**src/rtl/temp_conv_pkg.sv**
```systemverilog
// +----------------------------------------------------------------------+
// | temp_conv_pkg                                                        |
// | Shared constants and FSM state type for the temperature converters.  |
// | Rev 1.0                                                              |
// +----------------------------------------------------------------------+
`default_nettype none

package temp_conv_pkg;

  localparam int unsigned F_OFFSET   = 32;
  localparam int unsigned SCALE_NUM  = 5;
  localparam int unsigned SCALE_DEN  = 9;
  localparam int unsigned ROUND_BIAS = 4;
  localparam int unsigned F_MAX      = 212;
  localparam int unsigned DIV_STEPS  = 11;

  typedef enum logic [1:0] {
    IDLE  = 2'd0,
    SCALE = 2'd1,
    DIV   = 2'd2,
    DONE  = 2'd3
  } f2c_state_t;

endpackage

`default_nettype wire

```
**src/rtl/f2c_converter_if.sv**
```systemverilog
// +----------------------------------------------------------------------+
// | f2c_converter_if                                                     |
// | Input and output valid/ready channels of the F-to-C converter.       |
// | err exists only when F2C_RANGE_CHECK_EN is defined.                  |
// | Rev 1.0                                                              |
// +----------------------------------------------------------------------+
`default_nettype none

interface f2c_converter_if;

  logic       in_valid;
  logic       in_ready;
  logic [7:0] fahrenheit;
  logic       out_valid;
  logic       out_ready;
  logic [7:0] celsius;
`ifdef F2C_RANGE_CHECK_EN
  logic       err;

  modport master (
    output in_valid, fahrenheit, out_ready,
    input  in_ready, out_valid, celsius, err
  );

  modport slave (
    input  in_valid, fahrenheit, out_ready,
    output in_ready, out_valid, celsius, err
  );
`else
  modport master (
    output in_valid, fahrenheit, out_ready,
    input  in_ready, out_valid, celsius
  );

  modport slave (
    input  in_valid, fahrenheit, out_ready,
    output in_ready, out_valid, celsius
  );
`endif

endinterface

`default_nettype wire

```
**src/rtl/seq_divider.sv**
```systemverilog
// +----------------------------------------------------------------------+
// | seq_divider                                                          |
// | Restoring divider, 11-bit dividend / 4-bit divisor, 1 bit per cycle. |
// | Rev 1.0                                                              |
// +----------------------------------------------------------------------+
`default_nettype none

module seq_divider
  import temp_conv_pkg::*;
(
  input  wire logic        clk,
  input  wire logic        rst_n,
  input  wire logic        start,
  input  wire logic [10:0] dividend,
  input  wire logic [3:0]  divisor,
  output logic             done,
  output logic [10:0]      quotient
);

  localparam logic [DIV_STEPS-1:0] c_cnt_load = {1'b1, {(DIV_STEPS-1){1'b0}}};

  logic [DIV_STEPS-1:0] r_cnt;
  logic [10:0]          r_work;
  logic [3:0]           r_rem;
  logic [3:0]           r_divisor;

  logic [4:0]  w_trial;
  logic [4:0]  w_diff;
  logic        w_ge;
  logic [3:0]  w_rem_nxt;
  logic [10:0] w_work_nxt;

  // r_work shifts dividend bits out of the top while quotient bits enter at the bottom
  always_comb begin
    w_trial    = {r_rem, r_work[10]};
    w_ge       = (w_trial >= {1'b0, r_divisor});
    w_diff     = w_trial - {1'b0, r_divisor};
    w_rem_nxt  = 4'(w_ge ? w_diff : w_trial);
    w_work_nxt = {r_work[9:0], w_ge};
  end

  // done marks the cycle whose step is the last; quotient is that step's result
  assign done     = r_cnt[0];
  assign quotient = w_work_nxt;

  always_ff @(posedge clk or negedge rst_n) begin
    if (!rst_n) begin
      r_cnt     <= '0;
      r_work    <= '0;
      r_rem     <= '0;
      r_divisor <= '0;
    end else if (start) begin
      r_cnt     <= c_cnt_load;
      r_work    <= dividend;
      r_rem     <= '0;
      r_divisor <= divisor;
    end else if (|r_cnt) begin
      r_cnt     <= r_cnt >> 1;
      r_work    <= w_work_nxt;
      r_rem     <= w_rem_nxt;
    end
  end

endmodule

`default_nettype wire

```
**src/rtl/f2c_converter.sv**
```systemverilog
// +----------------------------------------------------------------------+
// | f2c_converter                                                        |
// | Sequential round((F-32)*5/9) converter with valid/ready channels.    |
// | Optional err output: define F2C_RANGE_CHECK_EN.                      |
// | Rev 1.0                                                              |
// +----------------------------------------------------------------------+
`default_nettype none

module f2c_converter
  import temp_conv_pkg::*;
(
  input  wire logic      clk,
  input  wire logic      rst_n,
  f2c_converter_if.slave bus
);

  f2c_state_t r_state;
  f2c_state_t w_state_nxt;

  logic [7:0]  r_fahr;
  logic        r_sign;
  logic        r_in_ready;
  logic        r_out_valid;
  logic [7:0]  r_celsius;

  logic        w_div_start;
  logic        w_div_done;
  logic [10:0] w_quotient;
  logic [8:0]  w_diff;
  logic [8:0]  w_mag;
  logic [10:0] w_scaled;

  // |F-32|*5 + bias as shift-add; the bias gives round-to-nearest after /9
  always_comb begin
    w_diff   = {1'b0, r_fahr} - 9'(F_OFFSET);
    w_mag    = w_diff[8] ? (9'd0 - w_diff) : w_diff;
    w_scaled = {w_mag, 2'b00} + 11'(w_mag) + 11'(ROUND_BIAS);
  end

  always_comb begin
    w_state_nxt = r_state;
    w_div_start = 1'b0;
    case (r_state)
      IDLE:    if (bus.in_valid) w_state_nxt = SCALE;
      SCALE: begin
        w_div_start = 1'b1;
        w_state_nxt = DIV;
      end
      DIV:     if (w_div_done) w_state_nxt = DONE;
      DONE:    if (bus.out_ready) w_state_nxt = IDLE;
      default: w_state_nxt = IDLE;
    endcase
  end

  always_ff @(posedge clk or negedge rst_n) begin
    if (!rst_n) begin
      r_state     <= IDLE;
      r_in_ready  <= 1'b1;
      r_out_valid <= 1'b0;
      r_celsius   <= '0;
      r_fahr      <= '0;
      r_sign      <= 1'b0;
    end else begin
      r_state     <= w_state_nxt;
      r_in_ready  <= (w_state_nxt == IDLE);
      r_out_valid <= (w_state_nxt == DONE);
      if (r_state == IDLE && bus.in_valid)
        r_fahr <= bus.fahrenheit;
      if (r_state == SCALE)
        r_sign <= w_diff[8];
      // sign is restored on the magnitude so rounding is symmetric about zero
      if (r_state == DIV && w_div_done)
        r_celsius <= 8'(r_sign ? (11'd0 - w_quotient) : w_quotient);
    end
  end

  seq_divider u_divider (
    .clk      (clk),
    .rst_n    (rst_n),
    .start    (w_div_start),
    .dividend (w_scaled),
    .divisor  (4'(SCALE_DEN)),
    .done     (w_div_done),
    .quotient (w_quotient)
  );

  assign bus.in_ready  = r_in_ready;
  assign bus.out_valid = r_out_valid;
  assign bus.celsius   = r_celsius;

`ifdef F2C_RANGE_CHECK_EN
  logic r_err;

  always_ff @(posedge clk or negedge rst_n) begin
    if (!rst_n)
      r_err <= 1'b0;
    else if (r_state == IDLE && bus.in_valid)
      r_err <= (bus.fahrenheit > 8'(F_MAX));
    else if (r_state == DONE && bus.out_ready)
      r_err <= 1'b0;
  end

  assign bus.err = r_err;
`endif

endmodule

`default_nettype wire

```
**src/flat_wrapper.sv**
```systemverilog
// flat-port wrapper written by rule: the top's interface ports become plain ports
module f2c_converter_flat import temp_conv_pkg::*;
  (clk, rst_n, bus_in_valid, bus_fahrenheit, bus_out_ready, bus_in_ready, bus_out_valid, bus_celsius);
  f2c_converter_if bus_i ();
  input  wire logic clk;
  input  wire logic rst_n;
  input wire logic [$bits(bus_i.in_valid)-1:0] bus_in_valid;
  input wire logic [$bits(bus_i.fahrenheit)-1:0] bus_fahrenheit;
  input wire logic [$bits(bus_i.out_ready)-1:0] bus_out_ready;
  output wire logic [$bits(bus_i.in_ready)-1:0] bus_in_ready;
  output wire logic [$bits(bus_i.out_valid)-1:0] bus_out_valid;
  output wire logic [$bits(bus_i.celsius)-1:0] bus_celsius;
  assign bus_i.in_valid = bus_in_valid;
  assign bus_i.fahrenheit = bus_fahrenheit;
  assign bus_i.out_ready = bus_out_ready;
  assign bus_in_ready = bus_i.in_ready;
  assign bus_out_valid = bus_i.out_valid;
  assign bus_celsius = bus_i.celsius;
  f2c_converter u_core (.clk(clk), .rst_n(rst_n), .bus(bus_i));
endmodule
```
**config.mk**
```make
export PLATFORM = sky130hd
export DESIGN_NAME = f2c_converter_flat
export DESIGN_NICKNAME = d
export VERILOG_FILES = /design/src/rtl/temp_conv_pkg.sv /design/src/rtl/f2c_converter_if.sv /design/src/rtl/seq_divider.sv /design/src/rtl/f2c_converter.sv /design/src/flat_wrapper.sv
export SDC_FILE = /design/constraint.sdc
export NUM_CORES = 1
export LEC_CHECK = 0
export ABC_AREA = 1
export BUFFER_PORTS_ARGS = -buffer_cell sky130_fd_sc_hd__buf_2
export CAP_MARGIN = 0
export CELL_PAD_IN_SITES_DETAIL_PLACEMENT = 1
export CELL_PAD_IN_SITES_GLOBAL_PLACEMENT = 1
export CORE_UTILIZATION = 40
export DETAILED_ROUTE_END_ITERATION = 16
export GPL_ROUTABILITY_DRIVEN = 0
export PLACE_DENSITY_LB_ADDON = 0.1
export SLEW_MARGIN = 40
export SYNTH_ARGS = -nofsm -noshare
export SYNTH_HDL_FRONTEND = slang
export SYNTH_SLANG_ARGS = --single-unit
export TNS_END_PERCENT = 10
```
**constraint.sdc**
```tcl
create_clock -name clk -period 6.1 [get_ports clk]
set_input_delay 0.305 -clock clk [delete_from_list [all_inputs] [get_ports clk]]
set_output_delay 0.305 -clock clk [all_outputs]
set_load 0.05 [all_outputs]
```
==> Yosys cells after proc, flatten, opt, wreduce, memory -nomap -nowiden <==
Index checks and enable logic that the tools add are counted.
{ "classes": {"add_sub_neg": 6, "mul": 0, "div": 0, "n_lt_le_gt_ge": 1, "eq_ne": 4, "n_shift": 0, "n_mux": 14, "bitwise": 0, "reduce_logical": 6} }
{ "op_table": {"columns": ["cell", "n"], "rows": [
  ["$mux 11", 4],
  ["$mux 4", 3],
  ["$add 11x3->11 const B", 1],
  ["$add 11x9->11", 1],
  ["$reduce_or 11->1", 1],
  ["$mux 9", 1],
  ["$sub 1x9->9 const A", 1],
  ["$sub 8x6->9 const B", 1],
  ["$mux 8", 1],
  ["$pmux 2 s4", 1],
  ["$sub 1x8->8 const A", 1],
  ["$eq 2x2->1 const B", 3],
  ["$mux 2", 3],
  ["$ge 5x4->1", 1],
  ["$logic_not 2->1", 2],
  ["$sub 4x4->4", 1],
  ["$eq 2x1->1 const B", 1],
  ["$logic_and 1x1->1", 2],
  ["$reduce_bool 2->1", 1],
  ["$mux 1", 1]
]} }
{ "word_totals": {"regBits": 48, "latch_bits": 0, "mem_bits_rw": 0, "mem_bits_ro": 0, "inputBits": 12, "out_inout_bits": 10, "word_cells": 41, "memories": 0} }

==> Longest topological paths before layout <==
Gate-level depths: netlist (run 1).
{ "logic_depth": {"word_depth": 6, "depth_mapped": 19, "ltp_nobuf": 19} }

==> Cells and area by module <==
A second synthesis (run 1) with hierarchy kept.
{ "hier_totals": {"cells_unflattened": 405, "hier_area_um2": 3153.0} }
{ "modules_own_cells": {"columns": ["module", "instances", "cells_each", "area_each_um2", "seq_area_each_um2"], "rows": [
  ["f2c_converter", 1, 228, 1617.8, 526.8],
  ["seq_divider", 1, 177, 1535.2, 750.7]
]} }

==> Worst setup path before layout (run 1) <==
No wires, ideal clock.
{ "synth_path": {"kind": "flip-flop to flip-flop", "start": "reg u_core.r_fahr[7]", "end": "reg u_core.u_divider.r_work[9]", "setup_time_ns": 0.118, "arrival_time_ns": 2.366, "required_ns": 5.982, "slack_ns": 3.616, "path_stages_with_launch": 15, "n_path_buf": 0, "synth_period_minus_slack_ns": 2.484, "path_cell_list": "dfrtp_1 -> nor3_4 -> inv_1 -> nor2_1 -> xor2_1 -> inv_1 -> ha_1 -> inv_1 -> fa_1 -> inv_1 -> nand4_1 -> nand3_1 -> nand3_1 -> nand3_1 -> nand2_1"} }
{ "synth_between": {"elab_chain_len": 6} }
{ "synth_lines": {"columns": ["element", "line_no", "rtl"], "rows": [
  ["start, declared", "f2c_converter.sv:20", "logic [7:0] r_fahr;"],
  ["start signal, assigned", "f2c_converter.sv:68", "r_fahr <= bus.fahrenheit;"],
  ["$sub 8x6->9 *", "f2c_converter.sv:35", "w_diff = {1'b0, r_fahr} - 9'(F_OFFSET);"],
  ["$sub 1x9->9", "f2c_converter.sv:36", "w_mag = w_diff[8] ? (9'd0 - w_diff) : w_diff;"],
  ["$mux 9 *", "f2c_converter.sv:36", null],
  ["$add 11x9->11 *", "f2c_converter.sv:37", "w_scaled = {w_mag, 2'b00} + 11'(w_mag) + 11'(ROUND_BIAS);"],
  ["$add 11x3->11 *", "f2c_converter.sv:37", null],
  ["$mux 11 *", "seq_divider.sv:52", "end else if (start) begin"],
  ["end signal, assigned", "seq_divider.sv:54", "r_work <= dividend;"],
  ["end signal, assigned", "seq_divider.sv:59", "r_work <= w_work_nxt;"],
  ["end, declared", "seq_divider.sv:23", "logic [10:0] r_work;"]
]} }
Mark *: on every way between the ends. The rest lies on a longest branch, timed or not.
A chain may end at the register's enable or synchronous reset.

==> Worst setup path in the final report (run 1) <==
Ends and elaborated chain as after synthesis.

==> flow_summary.json, run 1 <==
{
  "fin_ws_ns": 3.29,
  "maxCapViolCount": 0,
  "rsz0062_at_grt": "no",
  "first_iter_violations": 56,
  "antenna_cells": 0,
  "die_h_um": 84.7,
  "fillers": 833,
  "synth_warnings": 0,
  "ys_async_sr_fraction": 1.00,
  "cts_sinks": 48,
  "synthMuxAreaShare": 0.0124,
  "finClkSkew_ns": 0.00646,
  "period_share": 0.461,
  "ios": 22,
  "syn2layout_area_growth_pct": 9.33,
  "finalSetupViolations": 0,
  "hold_buffers": 0,
  "grt_pass1_wl_um": 10500,
  "avgSynthCellArea_sq_um": 7.86,
  "vias": 2206,
  "drive_gt1_frac": 0.127,
  "fmax_mhz": 356,
  "finalHoldViolCount": 0,
  "report.final.slew_viol_count": 0,
  "num_rows": 29,
  "worstReg2RegEnd": "u_core.u_divider.r_work[9]$_DFFE_PN0P_",
  "hold_ws_ns": 0.00865,
  "postCtsSetupBuffers": 0,
  "cts_buffer_depth": 2,
  "synth_seq_cells": 48,
  "critical_path_depth": 14,
  "arrival_ns": 3.01,
  "grt_overflow": 0,
  "synth-simple-area-share": 0.290,
  "yosysTopAreaCell": "dfrtp_1",
  "dpl_worst_slack_ns": 3.29,
  "coreArea_sq_um": 6460,
  "start_util": 0.423,
  "drtAntennaViolNets": 0,
  "synth_cells": 348,
  "crit_fanout": 9,
  "crit_path_max_incr_delay_ns": 0.45,
  "crit_path_frequent_cell": "inv_1",
  "synth_top_area_frac": 0.430,
  "cts_tree": "done",
  "drcViolationCount": 0,
  "clock_latency_ns": 0.30,
  "syn_area_sq_um": 2740,
  "synthXorXnorAreaFrac": 0.0288,
  "io_buffer_count": 21,
  "synth-edff-count": 0,
  "totalWireLength_um": 5800,
  "ys.flop_type": "dfrtp_1",
  "hold_class": "input pin to async pin",
  "status": "finished clean",
  "r2r_cells": 14,
  "synth_common_cells": "nand2_1, inv_1, dfrtp_1, nand3_1, nor2_1",
  "dpl.hpwl_um": 4560,
  "yosys.cell_types.count": 30,
  "clk_pin_slew_ns": 0.09,
  "tightest_slew_ns": 0.604,
  "synth_fa_ha_area_frac": 0.0851,
  "synth-compound-area-share": 0.0494,
  "cts-root-buf": "clkbuf_8",
  "path_class": "flop to flop",
  "fp.dieArea_sq_um": 7170,
  "startpoint_type": "flop",
  "grt_pass1_vias": 2264,
  "cts_buffers": 5,
  "nets": 399,
  "slowest_stage": "fa_1",
  "endpoint_kind": "flop",
  "grt_usage": 0.184,
  "ctsHtreeMaxLevel": 2,
  "required_ns": 6.30,
  "worst-path-buf-inv": 4,
  "slew_headroom": 0.597,
  "drt-wirelength-per-cell_um": 13.0,
  "antenna_found_initial": 0,
  "place_area_sq_um": 2900,
  "drt-pass1-iter-count": 6,
  "post_cts_resized": 0,
  "synth_top_family_by_area": "simple AND/OR/NAND/NOR gates",
  "grt_start_max_net_pins": 49,
  "tns_ns": 0,
  "r2r_slack_ns": 3.29,
  "synth-seq-area-share": 0.440,
  "design_area_sq_um": 2990,
  "crit_chain": "nor3_4 -> inv_1 -> nor2_1 -> xor2_1 -> inv_1 -> ha_1 -> inv_1 -> fa_1 -> inv_1 -> nand4_1 -> nand3_1 -> nand3_1 -> nand3_1 -> nand2_1",
  "ys_top_cells_by_area": "dfrtp_1, nand2_1, ha_1",
  "crit_family": "simple AND/OR/NAND/NOR gates",
  "via_per_inst": 4.94,
  "fin_crit_ns": 2.81,
  "yosysMostFrequentCell": "nand2_1",
  "syn_nets": 378,
  "die_x_um": 84.7,
  "r2r-start": "u_core.r_fahr[7]$_DFFE_PN0P_"
}
cells in the final DEF (no fill, tap or decap), types with 2 or more instances in the layout:
cell,Yosys,layout
clkbuf_8,0,5
clkinv_2,0,2
mux2_2,3,3
a21oi_1,11,10
nor3_1,5,5
nand4_1,8,8
ha_1,17,17
nor2_1,32,32
nand3_1,32,32
buf_2,2,20
nand2_1,87,87
or2_2,4,4
o21ai_0,16,16
nor2_2,3,3
nand3b_1,2,2
inv_1,56,56
xor2_1,8,8
dfrtp_1,47,47
how the worst max path moves through the flow:
stage / from / slack (ns) / to
after floorplan: u_core.r_fahr[7]$_DFFE_PN0P_ / 3.62 / u_core.u_divider.r_work[9]$_DFFE_PN0P_
after global placement: u_core.r_fahr[7]$_DFFE_PN0P_ / 3.44 / u_core.u_divider.r_work[9]$_DFFE_PN0P_
after detailed placement: u_core.r_fahr[7]$_DFFE_PN0P_ / 3.29 / u_core.u_divider.r_work[9]$_DFFE_PN0P_
after CTS: u_core.r_fahr[7]$_DFFE_PN0P_ / 3.27 / u_core.u_divider.r_work[9]$_DFFE_PN0P_
after global routing: u_core.r_fahr[7]$_DFFE_PN0P_ / 2.94 / u_core.u_divider.r_work[9]$_DFFE_PN0P_
final: u_core.r_fahr[7]$_DFFE_PN0P_ / 3.29 / u_core.u_divider.r_work[9]$_DFFE_PN0P_
metrics by stage:
stage / utilization / cells
2_1_floorplan: - / 348
3_3_place_gp: 0.448 / 439
3_5_place_dp: 0.449 / 439
4_1_cts: 0.463 / 447
5_1_grt: 0.463 / 447
6_report: 0.463 / 447
per-layer routing:
layer  vias up  part of all wire  track usage
met4         0             0.011       0.0416
met3         6             0.020       0.0295
met2        24              0.51        0.336
met5         -                 0            0
met1      1049              0.46        0.228
li1       1127                 -            -
sequential cells by signal (all words and copies together), names as in the netlist:
name	count
u_core.u_divider.r_work	11
u_core.u_divider.r_rem	4
u_core.r_state	2
u_core.u_divider.r_divisor	1
u_core.r_sign	1
u_core.r_fahr	8
u_core.bus.out_valid	1
u_core.bus.celsius	8
u_core.bus.in_ready	1
u_core.u_divider.r_cnt	11
cells by family after synthesis:
| group | count (synthesis) |
|---|---|
| simple gates | 178 |
| buf+inv | 65 |
| flops | 48 |
| compound gates | 27 |
| fa+ha+maj | 18 |
| xor+xnor | 9 |
| mux | 3 |
final cells by class:
cell class              instances  area (sq um)  area share
multi-input cells             235          1280       0.428
clock inverters                 3          18.8     0.00628
well taps                      77          96.3      0.0322
clock buffers                   5          68.8      0.0230
inverters                      58           218      0.0728
flip-flops and latches         48          1200       0.402
repair buffers                 21           108      0.0360
Power of run 1 is left out: the tool's default activity adds up to more than one toggle a clock period on the data nets, which glitch-free logic cannot reach.
==> run 2: changes to the inputs <==
Clock period 6.1 ns to 2.6 ns, I/O delays scaled along.
==> flow_summary.json, run 2 (same netlist as run 1, synthesis figures left out) <==
{
  "status": "finished clean",
  "period_share": 0.973,
  "totalWireLength_um": 6510,
  "final_common_cell": "nand2_1",
  "worstReg2RegEnd": "u_core.u_divider.r_work[9]$_DFFE_PN0P_",
  "via_per_inst": 4.95,
  "hold_path_depth": 2,
  "met1_usage": 0.227,
  "r2r_cells": 14,
  "drt-pass1-iter-count": 6,
  "post-place-cells": 445,
  "cts_tree": "done",
  "finClkSkew_ns": 0.0101,
  "cts_sinks": 48,
  "regArea_sq_um": 1200,
  "cts_buffers": 5,
  "top_usage_layer": "met2",
  "arrival_ns": 2.74,
  "cts_buffer_depth": 2,
  "fp.dieArea_sq_um": 7170,
  "antenna_found_initial": 0,
  "r2r-start": "u_core.r_fahr[5]$_DFFE_PN0P_",
  "nets": 418,
  "hold_class": "input pin to flop",
  "clk_pin_slew_ns": 0.10,
  "rsz0062_at_grt": "yes",
  "io_buffer_count": 21,
  "grt_overflow": 0,
  "slew_headroom": 0.599,
  "crit_fanout": 3,
  "fin_crit_ns": 2.53,
  "globalRouteMet3Util": 0.0334,
  "fillers": 828,
  "tightest_slew_ns": 0.600,
  "hold_path_startpoint": "bus_fahrenheit[4]",
  "drive_gt1_frac": 0.265,
  "grt_pass1_vias": 2314,
  "largestRegisters": "u_core.u_divider.r_cnt x11, u_core.u_divider.r_work x11",
  "fin_cells": 466,
  "die_h_um": 84.7,
  "cts-root-buf": "clkbuf_8",
  "antenna_cells": 0,
  "vias": 2306,
  "num_rows": 29,
  "drcViolationCount": 0,
  "finalSetupViolations": 0,
  "drtAntennaViolNets": 0,
  "grt_pass1_wl_um": 10600,
  "fmax_mhz": 395,
  "fin_util": 0.517,
  "drt-wirelength-per-cell_um": 14.0,
  "finalHoldViolCount": 0,
  "maxCapViolCount": 0,
  "startpoint_type": "flop",
  "hold_end": "u_core.r_fahr[4]$_DFFE_PN0P_",
  "clock_latency_ns": 0.31,
  "dpl.hpwl_um": 4760,
  "layout_common_cells": "nand2_1, dfrtp_1, inv_1, nor2_1, nand3_1",
  "endpoint_kind": "flop",
  "grt_start_max_net_pins": 28,
  "start_util": 0.423,
  "syn2layout_area_growth_pct": 22.1,
  "ios": 22,
  "path_class": "flop to flop",
  "required_ns": 2.81,
  "r2r_slack_ns": 0.07,
  "first_iter_violations": 82,
  "multi_input_area_sq_um": 1450,
  "die_x_um": 84.7,
  "report.final.slew_viol_count": 0,
  "coreArea_sq_um": 6460,
  "ctsHtreeMaxLevel": 2,
  "grt_usage": 0.187,
  "grt_util_met2": 0.341
}
[run 2: cell count changes in the layout (fill, tap and decap cells not counted), sizes merged]
| cell | delta |
|---|---|
| clkinvlp | +1 |
| clkinv | -3 |
| inv | +1 |
| bufinv | +1 |
| dlygate4sd3 | +1 |
| buf | +18 |
[run 2: area by class of cell]
type,instances,share of cell area
flip-flops and latches,48,0.360
clock inverters,3,0.0139
clock buffers,5,0.0206
repair buffers,40,0.0760
multi-input cells,235,0.435
well taps,77,0.0288
inverters,58,0.0659
[run 2: per-layer routing]
metal  wire [um]  share of wire  vias to the layer above
li1            -              -                     1166
met1        2910           0.45                     1101
met2        3360           0.52                       30
met3         143          0.022                        9
met4         103          0.016                        0
met5           0              0                        -
[run 2: worst max-delay path by stage]
| stage | start | endpoint | slack, ns | depth (start not counted) |
|---|---|---|---|---|
| 6_report | u_core.r_fahr[5]$_DFFE_PN0P_ | u_core.u_divider.r_work[9]$_DFFE_PN0P_ | 0.07 | 14 |
| 4_1_cts | u_core.r_fahr[5]$_DFFE_PN0P_ | u_core.u_divider.r_work[10]$_DFFE_PN0P_ | -0.0003 | 16 |
| 3_5_place_dp | u_core.r_fahr[7]$_DFFE_PN0P_ | u_core.u_divider.r_work[9]$_DFFE_PN0P_ | -0.07 | 14 |
| 3_3_place_gp | u_core.r_fahr[7]$_DFFE_PN0P_ | u_core.u_divider.r_work[9]$_DFFE_PN0P_ | 0.07 | 14 |
| 2_1_floorplan | u_core.r_fahr[7]$_DFFE_PN0P_ | u_core.u_divider.r_work[9]$_DFFE_PN0P_ | 0.12 | 14 |
| 5_1_grt | u_core.r_fahr[5]$_DFFE_PN0P_ | u_core.u_divider.r_work[10]$_DFFE_PN0P_ | -0.08 | 18 |
[run 2: critical path, stage by stage (launching register included)]
cell     delay, ns
dfrtp_1       0.44
nor3_4        0.24
buf_4         0.17
buf_4         0.12
o21ai_2       0.06
ha_1          0.31
ha_4          0.14
inv_2         0.04
fa_2          0.39
inv_2         0.08
nand4_1       0.10
nand3_2       0.13
nand3_2       0.07
nand3_1       0.07
nand2_1       0.05
[run 2: per-stage QoR]
stage	hold slack, ns	setup WS (ns)	cell area, sq um	TNS, ns
4_1_cts	0.0405	-0.000334	3090	-0.000334
2_1_floorplan	-0.166	0.116	2740	0
6_report	0.0483	0.0690	3340	0
3_3_place_gp	0.168	0.0673	2940	0
5_1_grt	0.0502	-0.0847	3340	-0.292
3_5_place_dp	0.170	-0.0705	2940	-0.0705
[run 2: timing repair]
item,4_1_cts,5_1_grt
cloned,0,0
setup endpoints to repair,1,7
pin swaps,2,22
buffers inserted,2,10
endpoints found under the hold margin,25,0
hold buffers,1,0
gates resized for setup,3,47
Power of run 2 is left out for the same reason.
==> run 3: changes to the inputs <==
Settings changed: ABC_AREA 1 to unset.
==> flow_summary.json, run 3 <==
{
  "status": "finished with violations",
  "violations": "setup timing",
  "synth_top_area_frac": 0.450,
  "first_iter_violations": 75,
  "via_per_inst": 4.98,
  "start_util": 0.414,
  "cts-root-buf": "clkbuf_8",
  "drcViolationCount": 0,
  "dpl_worst_slack_ns": -0.134,
  "required_ns": 2.83,
  "io_buffer_count": 21,
  "cts_tree": "done",
  "slew_headroom": 0.621,
  "syn_nets": 299,
  "period_share": 1.03,
  "startpoint_type": "flop",
  "grt_pass1_wl_um": 9840,
  "fillers": 767,
  "vias": 1988,
  "clock_latency_ns": 0.30,
  "coreArea_sq_um": 6310,
  "grt_start_max_net_pins": 39,
  "cts_buffer_depth": 2,
  "endpoint_kind": "flop",
  "cts_sinks": 48,
  "maxCapViolCount": 0,
  "yosysTopAreaCell": "dfrtp_1",
  "drt-wirelength-per-cell_um": 13.8,
  "grt_overflow": 0,
  "synth-edff-count": 0,
  "grt_usage": 0.178,
  "fp.dieArea_sq_um": 6860,
  "num_rows": 29,
  "clk_pin_slew_ns": 0.09,
  "ys.flop_type": "dfrtp_1",
  "grt_pass1_vias": 2058,
  "die_h_um": 82.8,
  "nets": 351,
  "antenna_cells": 0,
  "synth_warnings": 0,
  "yosys.cell_types.count": 37,
  "totalWireLength_um": 5500,
  "arrival_ns": 2.91,
  "dpl.hpwl_um": 4130,
  "synth_cells": 269,
  "cts_buffers": 5,
  "fmax_mhz": 372,
  "fin_crit_ns": 2.69,
  "die_x_um": 82.8,
  "ys_top_cells_by_area": "dfrtp_1, ha_1, nand2_1",
  "synth_common_cells": "dfrtp_1, nand2_1, o21ai_0, inv_1, ha_1",
  "report.final.slew_viol_count": 0,
  "syn2layout_area_growth_pct": 24.3,
  "largestRegisters": "u_core.u_divider.r_cnt x11, u_core.u_divider.r_work x11",
  "synth-seq-area-share": 0.460,
  "fin_ws_ns": -0.0853,
  "avgSynthCellArea_sq_um": 9.72,
  "antenna_found_initial": 0,
  "synth_seq_cells": 48,
  "tightest_slew_ns": 0.567,
  "path_class": "flop to flop",
  "finalHoldViolCount": 0,
  "ctsHtreeMaxLevel": 2,
  "layout_common_cells": "dfrtp_1, nand2_1, buf_4, o21ai_0, buf_2",
  "ys_async_sr_fraction": 1.00,
  "finClkSkew_ns": 0.00398,
  "finalSetupViolations": 2,
  "crit_fanout": 4,
  "ios": 22,
  "hold_ws_ns": 0.0324,
  "final_common_cell": "dfrtp_1",
  "drt-pass1-iter-count": 4,
  "yosysMostFrequentCell": "dfrtp_1",
  "hold_class": "input pin to flop",
  "drtAntennaViolNets": 0,
  "drive_gt1_frac": 0.292,
  "syn_area_sq_um": 2610,
  "rsz0062_at_grt": "yes"
}
==> run 3: changes by cell type after synthesis, sizes merged, moves of 5 or more <==
cell	delta
nand4	-8
buf	-5
inv	-36
xnor2	+8
nor2b	+5
nand2	-53
mux2i	+5
o21ai	+11
mux2	+5
nand3	-31
nor2	-23
clkbuf	+7
and2	+11
==> run 3: worst paths after layout <==
path,to,startpoint,slack [ns],cells past startpoint
max,u_core.u_divider.r_work[9]$_DFFE_PN0P_,u_core.r_fahr[5]$_DFFE_PN0P_,-0.09,12
min,u_core.r_fahr[6]$_DFFE_PN0P_,bus_fahrenheit[6],0.03,3
max reg2reg,u_core.u_divider.r_work[9]$_DFFE_PN0P_,u_core.r_fahr[5]$_DFFE_PN0P_,-0.09,12
min reg2reg,u_core.u_divider.r_cnt[6]$_DFFE_PN0P_,u_core.u_divider.r_cnt[7]$_DFFE_PN0P_,0.48,1
max in group asynchronous,u_core.r_fahr[3]$_DFFE_PN0P_,rst_n,1.78,3
min in group asynchronous,u_core.bus.celsius[2]$_DFFE_PN0P_,rst_n,0.33,2
==> run 3: stage by stage <==
step | cells | utilization | TNS (ns) | instance area (sq um)
CTS | 396 | 0.501 | -0.233 | 3160
global placement | 387 | 0.481 | -0.0643 | 3040
global route | 399 | 0.514 | -0.893 | 3250
finish | 399 | 0.514 | -0.149 | 3250
detailed placement | 387 | 0.481 | -0.291 | 3040
floorplan | 269 | - | -0.0191 | 2660
==> run 3: layer usage <==
layer  GRT usage  wire (um)  vias to the layer above
li1            -          -                     1018
met5           0          0                        -
met2       0.299       2760                       27
met4      0.0564         42                        0
met1       0.236       2560                      941
met3      0.0298        138                        2
==> run 3: repair_timing <==
action,CTS,global route
setup endpoints to repair,5,6
resized for setup,2,14
hold buffers,1,0
hold endpoints to repair,35,0
setup buffers,0,3
pin swaps,3,9
==> run 3: final cells by class <==
class / instances / area, sq um / area share
clock buffers: 6 / 82.6 / 0.0254
clock inverters: 2 / 13.8 / 0.00424
inverters: 21 / 78.8 / 0.0243
multi-input cells: 191 / 1420 / 0.436
flip-flops and latches: 48 / 1200 / 0.370
well taps: 77 / 96.3 / 0.0297
repair buffers: 54 / 358 / 0.110
==> run 3: cells by family (layout without fill, tap and decap cells) <==
family / after synthesis / after routing / synth area share
xor gates and xnor gates: 16 / 16 / 0.0536
adders and majority gates: 18 / 18 / 0.0890
buffers and inverters: 30 / 83 / 0.0460
muxes: 13 / 13 / 0.0536
DFF: 48 / 48 / 0.460
and+or+nand+nor: 82 / 82 / 0.151
AOI/OAI and AO/OA: 62 / 62 / 0.146
==> run 3: critical path, cell delays in order (launching register included) <==
cell and delay [ns]:
dfrtp_1 0.39, or3_4 0.43, a21oi_4 0.16, xnor2_2 0.14, inv_1 0.09, ha_4 0.27
inv_1 0.05, fa_2 0.38, nand2b_4 0.16, a21oi_4 0.15, o22ai_2 0.08, xor2_1 0.14
a21oi_1 0.15
Power of run 3 is left out for the same reason.
